File: config.mk
export PLATFORM = sky130hd
export DESIGN_NAME = branch_target_buffer
export DESIGN_NICKNAME = d
export VERILOG_FILES = /design/src/rtl/branch_target_buffer.sv
export SDC_FILE = /design/constraint.sdc
export NUM_CORES = 2
export LEC_CHECK = 0
export ABC_AREA = 1
export BUFFER_PORTS_ARGS = -buffer_cell sky130_fd_sc_hd__buf_2
export CAP_MARGIN = 30
export CORE_MARGIN = 2
export CORE_UTILIZATION = 45
export CTS_CLUSTER_SIZE = 20
export DETAILED_ROUTE_END_ITERATION = 8
export PLACE_DENSITY = 0.68
export SLEW_MARGIN = 20
export SYNTH_ARGS = -nofsm -noshare
export SYNTH_HDL_FRONTEND = slang
export SYNTH_SLANG_ARGS = --single-unit
File: constraint.sdc
create_clock -name CLK -period 4.61 [get_ports CLK]
set_input_delay 0.6915 -clock CLK [delete_from_list [all_inputs] [get_ports CLK]]
set_output_delay 0.6915 -clock CLK [all_outputs]
set_load 0.05 [all_outputs]
File: src/rtl/branch_target_buffer.sv
// Direct-mapped branch target buffer with saturating direction counters.
// Predicts the next fetch PC combinationally and learns from resolved branches in MEM.
module branch_target_buffer #(
  parameter int unsigned ENTRIES = 16,
  parameter int unsigned CTR_W   = 2
) (
  input  logic        CLK,
  input  logic        nRST,
  input  logic        lookup_en,
  input  logic [31:0] lookup_pc,
  output logic        pred_hit,
  output logic        pred_taken,
  output logic [31:0] pred_npc,
  input  logic        upd_valid,
  input  logic [31:0] upd_pc,
  input  logic        upd_taken,
  input  logic [31:0] upd_target,
  input  logic        upd_mispredict,
  input  logic        inval,
  output logic [31:0] stat_hits,
  output logic [31:0] stat_mispredicts
);

  localparam int unsigned IDX_W = $clog2(ENTRIES);
  localparam int unsigned TAG_W = 30 - IDX_W;
  localparam logic [CTR_W-1:0] CTR_WEAK_T  = CTR_W'(1 << (CTR_W - 1));
  localparam logic [CTR_W-1:0] CTR_WEAK_NT = CTR_W'((1 << (CTR_W - 1)) - 1);
  localparam logic [CTR_W-1:0] CTR_MAX     = CTR_W'((1 << CTR_W) - 1);
  localparam logic [CTR_W-1:0] CTR_MIN     = '0;

  logic             valid_q  [ENTRIES];
  logic [TAG_W-1:0] tag_q    [ENTRIES];
  logic [31:0]      target_q [ENTRIES];
  logic [CTR_W-1:0] ctr_q    [ENTRIES];

  logic [IDX_W-1:0] look_idx;
  logic [TAG_W-1:0] look_tag;
  logic [IDX_W-1:0] upd_idx;
  logic [TAG_W-1:0] upd_tag;
  logic             upd_hit;
  logic             upd_we;
  logic [CTR_W-1:0] ent_ctr;
  logic [CTR_W-1:0] ctr_nxt;
  logic [31:0]      target_nxt;

  // Word-alignment bits never participate in index or tag.
  logic unused_pc_bits;
  assign unused_pc_bits = ^{lookup_pc[1:0], upd_pc[1:0]};

  assign look_idx = lookup_pc[IDX_W+1:2];
  assign look_tag = lookup_pc[31:IDX_W+2];
  assign upd_idx  = upd_pc[IDX_W+1:2];
  assign upd_tag  = upd_pc[31:IDX_W+2];

  // Fetch-side prediction straight from registered state, no bypass of a same-cycle update.
  always_comb begin
    pred_hit   = valid_q[look_idx] && (tag_q[look_idx] == look_tag);
    pred_taken = pred_hit && ctr_q[look_idx][CTR_W-1];
    pred_npc   = pred_taken ? target_q[look_idx] : (lookup_pc + 32'd4);
  end

  // Next entry contents for the update port; a miss only writes when it allocates.
  always_comb begin
    upd_hit    = valid_q[upd_idx] && (tag_q[upd_idx] == upd_tag);
    ent_ctr    = ctr_q[upd_idx];
    upd_we     = upd_valid && (upd_hit || upd_taken);
    ctr_nxt    = CTR_WEAK_T;
    target_nxt = upd_taken ? upd_target : target_q[upd_idx];
    if (upd_hit) begin
      if (upd_taken) begin
        ctr_nxt = (ent_ctr == CTR_MAX) ? ent_ctr : (ent_ctr + CTR_W'(1));
      end else begin
        ctr_nxt = (ent_ctr == CTR_MIN) ? ent_ctr : (ent_ctr - CTR_W'(1));
      end
    end
  end

  // Entry storage: reset beats invalidate, which beats the update write.
  always_ff @(posedge CLK) begin
    if (!nRST) begin
      for (int unsigned i = 0; i < ENTRIES; i++) begin
        valid_q[IDX_W'(i)]  <= 1'b0;
        tag_q[IDX_W'(i)]    <= '0;
        target_q[IDX_W'(i)] <= '0;
        ctr_q[IDX_W'(i)]    <= CTR_WEAK_NT;
      end
    end else if (inval) begin
      for (int unsigned i = 0; i < ENTRIES; i++) begin
        valid_q[IDX_W'(i)] <= 1'b0;
        ctr_q[IDX_W'(i)]   <= CTR_WEAK_NT;
      end
    end else if (upd_we) begin
      valid_q[upd_idx]  <= 1'b1;
      tag_q[upd_idx]    <= upd_tag;
      target_q[upd_idx] <= target_nxt;
      ctr_q[upd_idx]    <= ctr_nxt;
    end
  end

  // Statistics survive invalidation and wrap naturally.
  always_ff @(posedge CLK) begin
    if (!nRST) begin
      stat_hits        <= '0;
      stat_mispredicts <= '0;
    end else begin
      if (lookup_en && pred_hit) begin
        stat_hits <= stat_hits + 32'd1;
      end
      if (upd_valid && upd_mispredict) begin
        stat_mispredicts <= stat_mispredicts + 32'd1;
      end
    end
  end

endmodule

==> impl_metrics.toml <==
[finish]
syn_to_final_growth_pct = 14.6
final_nets = 6613
drive_gt1_frac = 0.103
design_area_sq_um = 61200
final_cells = 8140

[floorplanning]
die_w_um = 348
fp.dieH_um = 348
die_area_sq_um = 121000
fp.coreArea_sq_um = 118000
num_rows = 126
initial_core_util = 0.453
ioPinCount = 201

[route]
vias = 47800
drt_first_pass_iters = 6
wl_per_cell_um = 23.8
via_per_inst = 5.87
drt_iter0_drc = 7397
antenna_left = 0
wirelength_um = 193000
drc = 0

[logic_synthesis]
synth.area.top_cells = "edfxtp_1 54%, nor2_1 11%, nand2_1 9.8%, o21ai_0 4.3%, inv_1 3.7%"
synth_area_leader_cell = "edfxtp_1"
synth_common_cells = "1630 x nor2_1, 1395 x nand2_1, 960 x edfxtp_1"
avgSynthCellArea_sq_um = 8.34
syn_inst = 6397
ys_seq_elements = 1040
async_flop_share = 0
synth_nets = 6503
syn_area_sq_um = 53400
synthDominantCellAreaShare = 0.540
yosysWarnings = 0
synth_most_common_cell = "nor2_1"
yosysUniqueCellTypes = 42
yosysSeqAreaShare = 0.570
synth-main-ff-cell = "edfxtp_1"
synth_enable_flop_cells = 960

[pwr]
p_total_w = 0.0225
p_int_w = 0.0166
clkPwrFrac = 0.397
ir_worst_vdd_v = 0.000305
switching_power_w = 0.00593
leakage_nw = 25.5
sw_frac_of_total = 0.264
power_density_nw_per_um2 = 368
combPwrFrac = 0.119
seqPwrFrac = 0.483

[clocking]
cts_tree = "built"
post_cts.repair.setup_buffers = 0
cts_sinks = 1040
holdBufCountCts = 0
clock_path_buffers = 3
cts_resized = 0
htree_levels = 3
root_buffer = "clkbuf_16"
insertion_delay_ns = 0.73
cts_made_buffers = 112
path_clk_slew_ns = 0.06

[timing]
worstMarginPinSlew_ns = 0.980
max_freq_ghz = 0.221
hold_viol = 0
slew_headroom = 0.344
min_period_ns = 4.52
fin_crit_sh = 0.980
setup_violations = 0
final.setup.tns_ns = 0
rsz0062_at_grt = "true"
fin_worst_skew_ns = 0.0421
slew_violations = 0

[global_route]
grt_pass1_vias = 44500
grt_start_max_net_pins = 206
antenna_found_initial = 4
grt_overflow = 0
grt_pass1_wl_um = 281000
grt.total_usage = 0.310

[placement]
dp_hpwl_um = 118000
port_buffers = 198
placed_cells = 7925
place.gp.congestion = 0.968
place_area_sq_um = 57400

[critical_path]
path_max_fanout = 48
end_kind = "output port"
worstPathArrival_ns = 3.83
cp_data_required_time_ns = 3.92
startpoint_type = "input pin"
cp_cell_sequence = "buf_12 -> inv_12 -> buf_16 -> buf_4 -> buf_6 -> nand2_1 -> a22oi_1 -> o21ai_0 -> a21oi_1 -> nand2_1 -> buf_12 -> inv_1 -> buf_12 -> nand2_1 -> o21ai_1 -> buf_12"
critPathKind = "input pin to output port"
max_stage_delay_ns = 0.31
crit_buf_inv = 9
path_common_cell = "buf_12"
crit_slowest_cell = "buf_16"
crit_family = "buffers and inverters"

[min_path]
worstHoldPathType = "input pin to register"

[flow_run]
maxCapViolCount = 0

[outcome]
status = "finished clean"
[layout by cell type, fill, tap and decap left out, types with 25 or more instances in the layout]
| cell | instances |
|---|---|
| nand2_1 | 1360 |
| buf_2 | 175 |
| nor2_1 | 1623 |
| nand3_1 | 321 |
| o221ai_1 | 49 |
| buf_12 | 78 |
| buf_4 | 169 |
| inv_1 | 521 |
| nand4_1 | 72 |
| a22oi_1 | 25 |
| nand2_2 | 35 |
| a21oi_1 | 126 |
| nor3_1 | 31 |
| clkinv_1 | 50 |
| xor2_1 | 25 |
| o211ai_1 | 35 |
| edfxtp_1 | 960 |
| dfxtp_1 | 80 |
| o22ai_1 | 105 |
| clkbuf_1 | 30 |
| o21ai_0 | 451 |
| clkbuf_16 | 118 |
[kinds of logic (layout without fill, tap and decap cells)]
kind of cell | after synthesis | after routing | share of synthesized area
XOR/XNOR | 27 | 27 | 0.00443
AO/OA/AOI/OAI | 827 | 827 | 0.0880
flip-flops | 1040 | 1040 | 0.570
adder cells (fa/ha/maj) | 3 | 3 | 0.000704
AND/OR/NAND/NOR | 3496 | 3496 | 0.261
other | 0 | 1 | 0
buffers and inverters | 1004 | 1210 | 0.0759
[power by group through the flow]
stage               Clock (W)  Combinational [W]  Sequential [W]
finish                0.00894            0.00269          0.0109
global route          0.00933            0.00286          0.0109
CTS                   0.00899            0.00258          0.0109
detailed placement          0            0.00257          0.0111
global placement            0            0.00254          0.0111
floorplan                   0            0.00149          0.0110
[layer usage]
metal	wire length (um)	GRT usage
met1	72100	0.423
met2	84900	0.474
met3	26600	0.0648
met4	9820	0.149
met5	13	0
[registers in the layout, summed over array words and instances, names as in the netlist]
register / flops
stat_hits: 32
ctr_q: 32
valid_q: 16
stat_mispredicts: 32
tag_q: 416
target_q: 512
[layout make-up]
cell class | count | area (sq um)
well taps | 1536 | 1920
repair buffers | 444 | 4060
diodes | 1 | 2.50
flip-flops and latches | 1040 | 30400
fillers | 10600 | 56600
clock buffers | 146 | 3000
multi-input cells | 4353 | 19100
clock inverters | 64 | 586
inverters | 556 | 2120
[final timing paths]
kind / from / to / slack [ns] / cells after the start
worst min-delay path: upd_mispredict / stat_mispredicts[1]$_SDFFE_PN0P_ / 0.38 / 4
worst max register to register: tag_q[9][23]$_SDFFCE_PN0P_ / ctr_q[0][0]$_SDFFCE_PN1P_ / 1.24 / 19
worst max-delay path: lookup_pc[2] / pred_npc[18] / 0.09 / 16
worst min register to register: valid_q[10]$_DFF_P_ / valid_q[10]$_DFF_P_ / 0.46 / 2
[worst register-to-register path: cells and delay by family (launching register included)]
family                 cells  cell delay (ns)
AO/OA/AOI/OAI              1             0.08
buffers and inverters      3             0.85
flip-flops                 1             0.39
AND/OR/NAND/NOR           15             1.74
[per-stage QoR]
stage / hold WS, ns / utilization / worst slack, ns
4_1_cts: 0.357 / 0.518 / 0.0651
2_1_floorplan: 0.427 / - / 0.359
5_1_grt: 0.432 / 0.519 / -0.0232
3_3_place_gp: 0.440 / 0.487 / 0.0912
6_report: 0.379 / 0.519 / 0.0907
3_5_place_dp: 0.442 / 0.487 / 0.0616
Power figures use the tool's default switching activity.
